==> src/rtl/quad_pkg.sv <==
// Shared types for quad_solver and its neighbours: word defaults, root
// classification enum and the parallel result record.
package quad_pkg;

    localparam int QUAD_WIDTH = 32;
    localparam int QUAD_SCALE = 16;

    typedef enum logic [1:0] {
        REAL     = 2'd0,
        REPEATED = 2'd1,
        COMPLEX  = 2'd2
    } root_type_t;

    typedef enum logic [1:0] {
        IDLE = 2'd0,
        W1   = 2'd1,
        W2   = 2'd2,
        W3   = 2'd3
    } cap_state_t;

    typedef struct packed {
        logic signed [QUAD_WIDTH-1:0] r1;
        logic signed [QUAD_WIDTH-1:0] im1;
        logic signed [QUAD_WIDTH-1:0] r2;
        logic signed [QUAD_WIDTH-1:0] im2;
        root_type_t                   root_type;
    } quad_rec_t;

endpackage

==> src/rtl/sync_fifo.sv <==
// Single-clock FIFO with registered storage; a push while full is taken
// only when a pop frees the head in the same cycle.
module sync_fifo #(
    parameter int DW    = 8,
    parameter int DEPTH = 2,
    parameter int CW    = $clog2(DEPTH+1)
) (
    input  logic          clk,
    input  logic          reset,
    input  logic          push,
    input  logic          pop,
    input  logic [DW-1:0] din,
    output logic [DW-1:0] dout,
    output logic          full,
    output logic          empty,
    output logic [CW-1:0] count
);

    localparam int PW = (DEPTH > 1) ? $clog2(DEPTH) : 1;

    logic [DW-1:0] r_mem [DEPTH];
    logic [PW-1:0] r_wr_ptr, r_rd_ptr;
    logic [CW-1:0] r_count;
    logic          w_pop, w_push;

    // Wrap modulo DEPTH explicitly so non-power-of-two depths work.
    function automatic logic [PW-1:0] ptr_inc(input logic [PW-1:0] p);
        return (p == PW'(DEPTH-1)) ? '0 : p + 1'b1;
    endfunction

    assign empty  = (r_count == '0);
    assign full   = (r_count == CW'(DEPTH));
    assign count  = r_count;
    assign dout   = r_mem[r_rd_ptr];
    assign w_pop  = pop & ~empty;
    assign w_push = push & (~full | w_pop);

    always_ff @(posedge clk) begin
        if (reset) begin
            for (int i = 0; i < DEPTH; i++) r_mem[i] <= '0;
            r_wr_ptr <= '0;
            r_rd_ptr <= '0;
            r_count  <= '0;
        end else begin
            if (w_push) begin
                r_mem[r_wr_ptr] <= din;
                r_wr_ptr        <= ptr_inc(r_wr_ptr);
            end
            if (w_pop) r_rd_ptr <= ptr_inc(r_rd_ptr);
            case ({w_push, w_pop})
                2'b10:   r_count <= r_count + 1'b1;
                2'b01:   r_count <= r_count - 1'b1;
                default: r_count <= r_count;
            endcase
        end
    end

endmodule

==> src/rtl/quad_result_collector.sv <==
// Deserializes the solver's four-word root burst into one record, classifies
// the roots and buffers records behind a valid/ready output.
module quad_result_collector
    import quad_pkg::*;
#(
    parameter int WIDTH = QUAD_WIDTH,
    parameter int SCALE = QUAD_SCALE,
    parameter int DEPTH = 2
) (
    input  logic                       clk,
    input  logic                       reset,
    input  logic                       rdy,
    input  logic signed [WIDTH-1:0]    din,
    output logic                       out_valid,
    input  logic                       out_ready,
    output logic signed [WIDTH-1:0]    r1,
    output logic signed [WIDTH-1:0]    im1,
    output logic signed [WIDTH-1:0]    r2,
    output logic signed [WIDTH-1:0]    im2,
    output logic [1:0]                 root_type,
    output logic [$clog2(DEPTH+1)-1:0] count,
    output logic                       overflow
);

    localparam int RW = 4*WIDTH + 2;

    if (SCALE >= WIDTH) begin : g_scale_chk
        $fatal(1, "SCALE must be smaller than WIDTH");
    end

    cap_state_t              r_state, w_next;
    logic                    r_rdy_q;
    logic signed [WIDTH-1:0] r_r1, r_im1, r_r2;
    logic                    w_start, w_cap_r1, w_cap_im1, w_cap_r2, w_push;
    root_type_t              w_type;
    logic [RW-1:0]           w_rec, w_head;
    logic                    w_full, w_empty, w_pop;
    logic                    r_overflow;

    // rdy_q resets high so a rdy held through reset is not seen as a rise.
    assign w_start = rdy & ~r_rdy_q;

    always_ff @(posedge clk) begin
        if (reset) begin
            r_state <= IDLE;
            r_rdy_q <= 1'b1;
        end else begin
            r_state <= w_next;
            r_rdy_q <= rdy;
        end
    end

    always_comb begin
        w_next = r_state;
        case (r_state)
            IDLE:    if (w_start) w_next = W1;
            W1:      w_next = W2;
            W2:      w_next = W3;
            W3:      w_next = IDLE;
            default: w_next = IDLE;
        endcase
    end

    always_comb begin
        w_cap_r1  = 1'b0;
        w_cap_im1 = 1'b0;
        w_cap_r2  = 1'b0;
        w_push    = 1'b0;
        case (r_state)
            IDLE:    w_cap_r1  = w_start;
            W1:      w_cap_im1 = 1'b1;
            W2:      w_cap_r2  = 1'b1;
            W3:      w_push    = 1'b1;
            default: ;
        endcase
    end

    always_ff @(posedge clk) begin
        if (reset) begin
            r_r1  <= '0;
            r_im1 <= '0;
            r_r2  <= '0;
        end else begin
            if (w_cap_r1)  r_r1  <= din;
            if (w_cap_im1) r_im1 <= din;
            if (w_cap_r2)  r_r2  <= din;
        end
    end

    // im2 is still on din in W3, so it joins the record directly.
    always_comb begin
        if (r_im1 == '0 && din == '0) w_type = (r_r1 == r_r2) ? REPEATED : REAL;
        else                          w_type = COMPLEX;
    end

    assign w_rec = {r_r1, r_im1, r_r2, din, w_type};
    assign w_pop = out_valid & out_ready;

    sync_fifo #(.DW(RW), .DEPTH(DEPTH)) u_fifo (
        .clk   (clk),
        .reset (reset),
        .push  (w_push),
        .pop   (w_pop),
        .din   (w_rec),
        .dout  (w_head),
        .full  (w_full),
        .empty (w_empty),
        .count (count)
    );

    always_ff @(posedge clk) begin
        if (reset)                           r_overflow <= 1'b0;
        else if (w_push & w_full & ~w_pop)   r_overflow <= 1'b1;
    end

    assign out_valid = ~w_empty;
    assign overflow  = r_overflow;
    assign {r1, im1, r2, im2, root_type} = w_head;

endmodule

==> config.mk <==
export PLATFORM = sky130hd
export DESIGN_NAME = quad_result_collector
export DESIGN_NICKNAME = d
export VERILOG_FILES = /design/src/rtl/quad_pkg.sv /design/src/rtl/sync_fifo.sv /design/src/rtl/quad_result_collector.sv
export SDC_FILE = /design/constraint.sdc
export NUM_CORES = 1
export LEC_CHECK = 0
export CAP_MARGIN = 25
export CORE_UTILIZATION = 56
export CTS_CLUSTER_SIZE = 10
export DETAILED_ROUTE_END_ITERATION = 7
export PLACE_DENSITY = 0.89
export SYNTH_ARGS = -nofsm -noshare
export SYNTH_HDL_FRONTEND = slang
export SYNTH_SLANG_ARGS = --single-unit
==> constraint.sdc <==
create_clock -name clk -period 9 [get_ports clk]
set_clock_uncertainty 0.2 [all_clocks]
set_input_delay 0.9 -clock clk [delete_from_list [all_inputs] [get_ports clk]]
set_output_delay 0.9 -clock clk [all_outputs]
set_load 0.01 [all_outputs]
==> metrics.txt, run 1 <==
status complete, no violations; std cell rows 60; DRT iter0 DRCs 811; Period Utilization, post-route 0.469; gpl congestion 0.810; r2r setup slk 5260 ps; Pins Over Slew Limit 0; First-pass DRT Iterations 5; drt total wl 35.0 mm; final-report hold violation count 0; Die X 167 µm; Final Setup Violations 0; worst r2r path cells 5; post-DP HPWL 21.4 mm; simple-gate share of the synthesized area 0.159; setup ws final 4780 ps; Arr. time, crit path 3120 ps; IO Port Bufs 169; Fmax 237 MHz; Final nets 1,354; Die ar. 0.0280 mm²; Core Util, Final 0.693; min Tclk post-route 4220 ps; Starting Density 0.571; M3 GR Usage 0.0392; RSZ-0062 raised after global routing false; synthesized area per cell 13.3 µm²; register area share after synthesis 0.646; first-pass GRT wire length 53.0 mm; DRC Markers 0; Worst Max-Slew Pin Slew 1030 ps; critical setup path kind flop to output port; Max rail drop VDD 0.162 mV; busiest grt layer met2; RR Endpoint u_fifo.r_mem[1][27]; Synth Area in Adders 0.00490; IO Count 170; gr ovfl total 0; largest net degree at the start of global routing 92; RR Startpoint r_state[0]; Synth Cell Area 0.0153 mm²; DR WL/cell 20.8 µm; met1 usage 0.331; diode count 0; Crit. End Element output port; mux cell area share after synthesis 0.138; Placed Cells 1,606; Setup crit end r2[3]; core area 0.0269 mm²; share of cells above drive strength 1 0.152; Leak Pwr 0.00695 µW; Synth Register Bits 365; TritonCTS clock tree built; Clock Latency Late Sink 520 ps; critical path launch point type flop; worst-path maximum fanout 56; Syn-to-layout area delta 21.5%; GR Util met2 0.419; Max Cap Viol 0; initial antenna violation count 1; CTS Sinks 365; # hold bufs at CTS 0; post-synthesis cell type count 34; Clock Tree Buf Depth 3; total CTS buffers 42; Slew HR 0.316; Post-CTS Setup Bufs 0; final antenna-violating net count 0; setup TNS 0 ps; xor/xnor cell area share of the yosys netlist 0.0206; Die Y 167 µm; root buffer cell clkbuf_16; Setup WS pre-CTS 4510 ps; placed cell area 0.0173 mm²; Synthesized Nets 1,195; Synth Instances 1,153; YS warnings 0; Post-Layout Inst Area 0.0186 mm²; via count 9,589; largest family of logic cells by synthesized area simple AND/OR/NAND/NOR gates; PostCTS Resize Cnt 0; Total GRT Usage 0.249; vias in the first global route 9,352; Cell Pwr Density 240 mW/mm²; DR vias/cell 5.69; non-filler cells, final 1,686; hold crit path type flop to flop; Data required, critical path 7900 ps; htree depth 2; number of fill cells 1,782; clock edge transition at the registers on the reported setup and hold paths 60 ps; post-synthesis compound-gate area fraction 0.0135
-- registers in the layout, indices dropped and copies added (netlist names), named ones only --
signal and count:
overflow 1, r_im1 32, r_r1 32, r_r2 32
r_rdy_q 1, r_state 2, u_fifo.count 2, u_fifo.r_mem 260
u_fifo.r_rd_ptr 1, u_fifo.r_wr_ptr 1
-- per-layer routing --
metal	part of all wire	vias up
met3	0.072	61
met4	0.023	2
met2	0.50	400
met1	0.40	4775
li1	-	4351
met5	0.00037	-
-- report_power, final --
group	internal [µW]	leakage [µW]	total [µW]	switching, µW
sequential	1950	0.00354	2060	108
clock	901	0.000579	1520	620
combinational	441	0.00284	892	451
-- cell type report --
type	count	area (µm²)	share of cell area
clock inverters	1	8.76	0.000470
repair buffers	184	1870	0.100
flip-flops and latches	365	9910	0.532
well taps	341	427	0.0229
multi-input cells	716	5190	0.279
clock buffers	76	1210	0.0650
inverters	3	11.3	0.000605
-- worst min path at each step --
stage	from	end	cells past startpoint
floorplan	r_r1[31]	r_r1[31]	2
global placement	overflow	overflow	2
detailed placement	r_r1[4]	r_r1[4]	2
CTS	r_r1[4]	r_r1[4]	2
global route	r_r1[25]	r_r1[25]	2
finish	r_r1[25]	r_r1[25]	2
-- worst max-delay path, stage by stage, from the launching register on --
cell	delay [ps]
dfxtp_4	590
buf_16	300
buf_4	690
mux2_2	460
clkdlybuf4s50_1	490
-- layout by cell type, fill, tap and decap left out, types with 2 or more instances in the layout --
cell and n:
or3_1 2, buf_4 11, nand4_1 6, ha_1 4, nor2_1 75, or2_2 2, mux2i_1 65, and2_2 2
buf_12 3, nor4_1 25, a21oi_1 33, and2_1 255, inv_1 3, xnor2_1 2, nor4_2 2, clkbuf_16 43
clkbuf_1 32, o21ai_0 2, mux2_2 130, nand2_1 64, dfxtp_1 104, xor2_1 34, ha_2 2, clkdlybuf4s50_1 168
edfxtp_1 260
-- per-stage QoR --
stage | hold WS [ps] | total power, µW
final | 291 | 4470
after global placement | 265 | 2920
after floorplan | 264 | 2580
after detailed placement | 285 | 2960
after CTS | 292 | 4480
after global routing | 318 | 4630
-- cells in the mapped netlist (all sizes together) --
library cell  number  area [µm²]
clkbuf            57         215
inv                3        11.3
o21bai             1        7.51
nand4              6        37.5
nand2b             1        6.26
nor3b              2        20.0
a21oi             33         165
nor4              27         181
a21bo              1        10.0
nand3b             1        7.51
ha                 6        75.1
nor3               1        10.0
edfxtp           260        7810
or4                1        7.51
dfxtp            105        2100
a211oi             1        7.51
a31oi              1        6.26
or3b               1        8.76
mux2i             65         651
xor2              34         298
nand2             64         240
buf               12        50.1
o21ai              2        10.0
or3                2        12.5
mux2             130        1460
xnor2              2        17.5
nor2              75         282
or2                2        12.5
and2             257        1610
-- cell families after synthesis --
family,count (synthesis)
xor gates and xnor gates,36
buffers and inverters,72
adders and majority gates,6
DFF,365
and+or+nand+nor,440
muxes,195
AOI/OAI and AO/OA,39
No activity file was read; power rests on OpenSTA's default activity.
==> run 2, diff against run 1 <==
Clock period 9 ns to 4.2 ns, I/O delays scaled along.
==> run 2 against run 1 <==
  * Clock power up 120%
  * Register-to-register slack worse by 3800 ps
  * Count of clock-buffer cells in the layout down 1
  * Critical path type unchanged
  * Non-clock buffer count up 5
  * Global-route usage up 0.15 points
==> metrics.txt, run 2 (synthesized netlist as in run 1, its figures left out) <==
final antenna-violating net count 0 (unchanged); Slew HR 0.423 (+0.107); Crit. End Element output port; Max Cap Viol 0 (unchanged); Worst Max-Slew Pin Slew 865 ps (-160 ps); RSZ-0062 raised after global routing false; std cell rows 60 (unchanged); diode count 0 (unchanged); via count 9,574 (-0.16%); switching share of power 0.262 (-0.00154); Post-CTS Setup Bufs 0 (unchanged); DRC Markers 0 (unchanged); Arr. time, crit path 2750 ps (-370 ps); DRT iter0 DRCs 928 (+14%); largest net degree at the start of global routing 79 (-14%); most common cell after layout, fill and taps aside edfxtp_1; IO Count 170 (unchanged); Total GRT Usage 0.250 (+0.00146); TritonCTS clock tree built; RR Endpoint u_fifo.r_mem[1][95]; DR vias/cell 5.67 (-0.39%); Leak Pwr 0.00701 µW (+0.77%); post-DP HPWL 21.6 mm (+0.56%); Die X 167 µm (unchanged); IO Port Bufs 169 (unchanged); gr ovfl total 0 (unchanged); Fmax 297 MHz; PostCTS Resize Cnt 0 (unchanged); Logic pwr share 0.197 (-0.003); Core Util, Final 0.697 (+0.00354); Syn-to-layout area delta 22.1%; critical setup path kind flop to output port; setup TNS 0 ps (unchanged); Data required, critical path 3580 ps (-4320 ps); final-report hold violation count 0 (unchanged); worst r2r path cells 5 (unchanged); r2r setup slk 1420 ps (-3840 ps); Clock Tree Buf Depth 3 (unchanged); Starting Density 0.571 (unchanged); Worst Hold End r_r2[22]; Final nets 1,359 (+0.37%); core area 0.0269 mm² (unchanged); Die Y 167 µm (unchanged); switching pwr 2530 µW (+110%); worst hold margin 118 ps (-173 ps); vias in the first global route 9,553 (+2.1%); gpl congestion 0.797 (-1.6%); RR Startpoint r_state[0]; min Tclk post-route 3370 ps; initial antenna violation count 0 (-1); Power Internal 7120 µW (+120%); Seq pwr share 0.459 (about the same); CTS Sinks 365 (unchanged); Die ar. 0.0280 mm² (unchanged); critical path launch point type flop; htree depth 2 (unchanged); number of fill cells 1,728 (-3.0%); worst-path maximum fanout 47 (-16%); Clock Latency Late Sink 520 ps (about the same); first-pass GRT wire length 53.4 mm (+0.91%); share of cells above drive strength 1 0.157 (+0.00474); Max rail drop VDD 0.382 mV (+140%); First-pass DRT Iterations 5 (unchanged); max reg flops 260 (unchanged); most frequent cells in the layout edfxtp_1 (260), and2_1 (255), clkdlybuf4s50_1 (168), mux2_2 (130), dfxtp_1 (104); status complete, no violations; # hold bufs at CTS 0 (unchanged); Pins Over Slew Limit 0 (unchanged); most flop-heavy register u_fifo.r_mem; Clock Power Share 0.344 (+0.004); DR WL/cell 21.0 µm (+0.81%); total CTS buffers 42 (unchanged); root buffer cell clkbuf_16; Period Utilization, post-route 0.802; drt total wl 35.4 mm (+1.1%); hold crit path type primary input to flop; Hold Path Cell Cnt 2 (unchanged); clock edge transition at the registers on the reported setup and hold paths 50 ps (about the same); Cell Pwr Density 516 mW/mm² (+110%); Final Setup Violations 0 (unchanged); Hold Startpoint reset
## run 2: cell types whose count changed in the layout (fill, tap and decap cells not counted)
cell       previous run  this run
clkbuf_16            43        45
clkinv_2              0         1
buf_4                11        14
buf_16                1         0
buf_8                 1         0
inv_6                 1         0
clkbuf_1             32        29
buf_12                3         7
## run 2: cell type report
| class | count | area, µm² | share of cell area |
|---|---|---|---|
| Tap cell | 341 | 427 | 0.0228 |
| Clock buffer | 75 | 1250 | 0.0667 |
| Sequential cell | 365 | 9910 | 0.530 |
| Clock inverter | 1 | 5.00 | 0.000267 |
| Multi-Input combinational cell | 716 | 5190 | 0.277 |
| Inverter | 3 | 11.3 | 0.000602 |
| Timing Repair Buffer | 189 | 1930 | 0.103 |
## run 2: worst max-delay path by stage
| stage | end | start | cells after the start | slack, ps |
|---|---|---|---|---|
| 3_3_place_gp | u_fifo.r_mem[0][11] | out_ready | 5 | 900 |
| 3_5_place_dp | u_fifo.r_mem[0][11] | out_ready | 5 | 840 |
| 2_1_floorplan | u_fifo.r_mem[1][0] | r_state[0] | 5 | 710 |
| 4_1_cts | im1[2] | flop | 3 | 810 |
| 5_1_grt | im1[2] | flop | 3 | 720 |
| 6_report | im1[2] | flop | 3 | 830 |
## run 2: routing by layer
layer  GRT usage  up-vias  routed length (µm)
met2       0.423      400               17500
met1       0.327     4760               14400
li1            -     4357                   -
met3      0.0416       57                2450
met5           0        -                   0
met4      0.0886        0                1030
## run 2: worst max-delay path, cell delays in order (launching register included)
cell             delay, ps
dfxtp_4                800
buf_4                  480
mux2_2                 420
clkdlybuf4s50_1        490
## run 2: stage by stage
stage / total power [µW] / setup slack [ps] / cells / area (µm²)
floorplan: 5510 / 712 / 1153 / 15300
global placement: 6280 / 900 / 1611 / 17400
detailed placement: 6350 / 843 / 1612 / 17400
CTS: 9670 / 807 / 1688 / 18700
global route: 9980 / 723 / 1690 / 18700
finish: 9650 / 832 / 1690 / 18700
## run 2: power by group through the flow
stage               logic (µW)  clock network, µW  registers, µW
floorplan                 1110                  0           4400
global placement          1810                  0           4470
detailed placement        1860                  0           4490
CTS                       1890               3360           4420
global route              2010               3500           4460
finish                    1900               3320           4430
==> RTL edit 1, RTL diff (flow settings as in run 1) <==
Put a register stage on the output `count`. The value now appears one clock later. The other outputs are not delayed to match.
--- a/src/rtl/quad_result_collector.sv
+++ b/src/rtl/quad_result_collector.sv
@@ -25,2 +25,4 @@
     localparam int RW = 4*WIDTH + 2;
+
+    logic [$clog2(DEPTH+1)-1:0] count_d;
 
@@ -107,3 +109,3 @@
         .empty (w_empty),
-        .count (count)
+        .count (count_d)
     );
@@ -119,2 +121,6 @@
 
+    always_ff @(posedge clk) begin
+        count <= count_d;
+    end
+
 endmodule
Formal check against the unedited RTL: not equivalent (a bounded check fails within 10 cycles, from zero or initial values and one cycle with reset high).
==> RTL edit 1 against run 1 <==
- setup slack improved by 0.083 ns
- routed wire length increased by 2.7%
- critical path depth unchanged
- register-to-register slack improved by 0.24 ns
- synthesized area increased by 0.27%
- total power increased by 0.89%
- final area increased by 0.43%
- sequential cell count increased by 2
- die area increased by 0.27%
- critical path type unchanged
==> RTL edit 1: results (changes against run 1) <==
Run status
  – Status: finished, final reports clean

Timing
  – Worst-Margin Slew: 1.02 ns (-0.00920 ns)

GRT
  – Largest net degree at the start of global routing: 103 (+12%)
  – Overall routing resource usage: 0.257 (+0.00772)
  – Vias in the first global route: 9,674 (+3.4%)
  – First-pass GRT wire length: 54,900 um (+3.6%)
  – Initial antenna violation count: 0 (-1)

Routing
  – Highest routed layer: met4
  – Mean routed wirelength per cell: 21.3 um (+2.7%)
  – Number of DRC markers in iteration 0: 983 (+21%)
  – Met3 wire len: 2560 um (+1.8%)
  – Met2 WL post-DR: 18,000 um (+2.2%)

Power and ir drop
  – Combinational group share of total power: 0.197 (-0.003)
  – Cell-internal power: 3.33 mW (+0.98%)

Synthesis
  – Register area share after synthesis: 0.647 (+0.000869)
  – Post-synth top cells: edfxtp_1, and2_1, mux2_2, dfxtp_1, nor2_1
  – Area contributors post-synth: edfxtp_1, dfxtp_1, and2_1, mux2_2, mux2i_1
  – Syn_nets: 1,197 (+0.17%)

Critical path
  – FF-to-FF End: u_fifo.r_mem[1][23]
  – Worst r2r path cells: 6 (+1)
  – Flop-to-flop setup slack: 5.50 ns (+0.24 ns)

Final layout
  – NonClk Buf Share: 0.101 (+0.000642)
  – Sequential share of cell area: 0.532 (about the same)
  – Clock buffers: 75 (-1.3%)
  – Nets@finish: 1,357 (+0.22%)

Place
  – Post-DP HPWL: 22,300 um (+4.0%)
  – GP Congestion: 0.806 (-0.47%)

Hold path
  – WHS Endpoint: count[0]
  – Hold Path Origin: u_fifo.count[0]
## RTL edit 1: cell count changes after synthesis
cell and change:
buf_2 +1, clkbuf_1 -2, buf_1 +1, dfxtp_1 +2
## RTL edit 1: stage by stage
step	setup slack, ns	area, um2	power, mW	instances	hold WS [ns]
after floorplan	0.891	15400	2.59	1155	0.177
final	4.86	18700	4.51	1687	0.228
after global placement	4.53	17400	2.94	1607	0.205
after CTS	4.80	18700	4.51	1685	0.227
after detailed placement	4.68	17400	2.98	1610	0.210
after global routing	4.71	18700	4.66	1687	0.226
## RTL edit 1: cells by family (layout without fill, tap and decap cells)
group,count (synthesis),count (layout),synth area share
flops,367,367,0.647
mux,195,195,0.138
compound gates,39,39,0.0134
fa+ha+maj,6,6,0.00488
simple gates,440,440,0.158
xor+xnor,36,36,0.0205
buf+inv,72,263,0.0181
## RTL edit 1: per-layer routing
metal	up-vias	GRT usage
li1	4349	-
met1	4805	0.335
met2	423	0.435
met3	67	0.0435
met4	0	0.0874
met5	-	0
==> RTL edit 2, RTL diff (flow settings as in run 1) <==
Without the edit above. Set the package constant `QUAD_WIDTH` to 24 (it was 32).
--- a/src/rtl/quad_pkg.sv
+++ b/src/rtl/quad_pkg.sv
@@ -4,3 +4,3 @@
 
-    localparam int QUAD_WIDTH = 32;
+    localparam int QUAD_WIDTH = 24;
     localparam int QUAD_SCALE = 16;
Interface: changed (5 resized); port bits go from 170 to 130. The function was not compared with the original's and may differ.
==> RTL edit 2 against run 1 <==
- clock power shrank 27%
- fmax grew 3.5%
- sequential power shrank 24%
- final area shrank 24%
- synthesized area shrank 24%
- routed wire length shrank 27%
- total power shrank 25%
- via count shrank 25%
- critical path type unchanged
- setup slack gained 0.14 ns
- first-iteration DRC count shrank 25%
- sequential cell count shrank 88
==> RTL edit 2: results (changes against run 1) <==
Synthesis
  – Post-synth top cells: edfxtp_1, and2_1, mux2_2, dfxtp_1, nor2_1
  – Area contributors post-synth: edfxtp_1, dfxtp_1, and2_1, mux2_2, mux2i_1
  – Syn_nets: 914 (-24%)
  – Yosys cell types: 35 (+2.9%)
  – Register area share after synthesis: 0.640 (-0.00620)

Place
  – Post-DP HPWL: 15,900 um (-26%)
  – Placed Instance Area: 0.0132 mm2 (-24%)
  – GP Congestion: 0.776 (-4.2%)
  – Buffers on Ports: 129 (-24%)

Clock tree
  – Cts bufs inserted: 31 (-26%)
  – Clk Latency, worst-skew pair: 0.55 ns (+0.03 ns)
  – PostCTS Resize Cnt: 0 (unchanged)
  – H-tree Lvls: 1 (-1)

GRT
  – Vias in the first global route: 7,300 (-22%)
  – Initial antenna violation count: 0 (-1)
  – Overall routing resource usage: 0.240 (-0.00894)
  – Largest net degree at the start of global routing: 88 (-4.3%)
  – First-pass GRT wire length: 39,700 um (-25%)

Power and ir drop
  – Leak: 5.29 nW (-24%)
  – Worst VDD drop: 0.000170 V (+4.7%)

Run status
  – Status: finished, final reports clean

Final layout
  – Finished Cell Area: 0.0141 mm2 (-24%)
  – Filler cells: 1,358 (-24%)
  – Nets@finish: 1,038 (-23%)
  – Max reg flops: 196 (-25%)
  – Ratio of cells with drive above 1 in the final layout: 0.152 (-0.000665)

Routing
  – Vias: 7,215 (-25%)
  – Number of DRC markers in iteration 0: 612 (-25%)
  – Mean routed wirelength per cell: 19.8 um (-4.8%)
  – Met3 wire len: 1740 um (-31%)
  – Met1 WL: 10,300 um (-27%)
  – Met2 WL post-DR: 13,000 um (-26%)
  – Highest routed layer: met4

Critical path
  – Worst EP arrival: 2.98 ns (-0.14 ns)
  – Crit-path max FO: 60 (+7.1%)
[RTL edit 2: cell types whose count changed after synthesis, sizes merged, moves of 8 or more]
| cell | run 1 | this run |
|---|---|---|
| a21oi | 33 | 25 |
| and2 | 257 | 193 |
| clkbuf | 57 | 37 |
| dfxtp | 105 | 81 |
| edfxtp | 260 | 196 |
| mux2 | 130 | 98 |
| mux2i | 65 | 49 |
| nand2 | 64 | 49 |
| nor2 | 75 | 59 |
| xor2 | 34 | 26 |
[RTL edit 2: metal layers]
| metal | global-route usage | vias up |
|---|---|---|
| met4 | 0.0755 | 0 |
| met2 | 0.421 | 294 |
| met5 | 0 | - |
| met1 | 0.305 | 3551 |
| li1 | - | 3331 |
| met3 | 0.0379 | 39 |
[RTL edit 2: cell type report]
class / count / area share
flip-flops and latches: 277 / 0.531
multi-input cells: 549 / 0.282
well taps: 270 / 0.0239
clock inverters: 1 / 0.000619
inverters: 3 / 0.000796
repair buffers: 142 / 0.100
clock buffers: 56 / 0.0615
[RTL edit 2: cells by family after synthesis]
kind of cell | count (synthesis) | synth area share
AND/OR/NAND/NOR | 337 | 0.160
XOR/XNOR | 28 | 0.0209
AO/OA/AOI/OAI | 31 | 0.0142
multiplexers | 147 | 0.136
buffers and inverters | 54 | 0.0226
adder cells (fa/ha/maj) | 6 | 0.00640
flip-flops | 277 | 0.640
[RTL edit 2: worst paths after layout]
path	depth (start not counted)	slack, ns	endpoint	startpoint
worst max-delay path	3	4.92	root_type[0]	flip-flop
worst min-delay path	2	0.27	overflow	overflow
worst max register to register	5	5.76	u_fifo.r_mem[1][30]	r_state[0]
worst min register to register	2	0.27	overflow	overflow
[RTL edit 2: report_power, final]
| group | total (mW) | internal [mW] | switching, mW | leakage, nW |
|---|---|---|---|---|
| combinational | 0.664 | 0.331 | 0.333 | 2.19 |
| sequential | 1.57 | 1.48 | 0.0882 | 2.68 |
| clock | 1.11 | 0.643 | 0.465 | 0.416 |
[RTL edit 2: per-stage QoR]
step	std cells	power, mW	worst slack (ns)
finish	1298	3.34	4.92
global route	1298	3.46	4.77
CTS	1296	3.35	4.88
detailed placement	1239	2.24	4.91
global placement	1237	2.22	4.95
floorplan	880	1.97	2.43
[RTL edit 2: worst max-delay path, delay by kind of cell (launching register included)]
| kind | cells | cell delay (ns) |
|---|---|---|
| flops | 1 | 0.69 |
| buf+inv | 2 | 1.25 |
| mux | 1 | 0.46 |
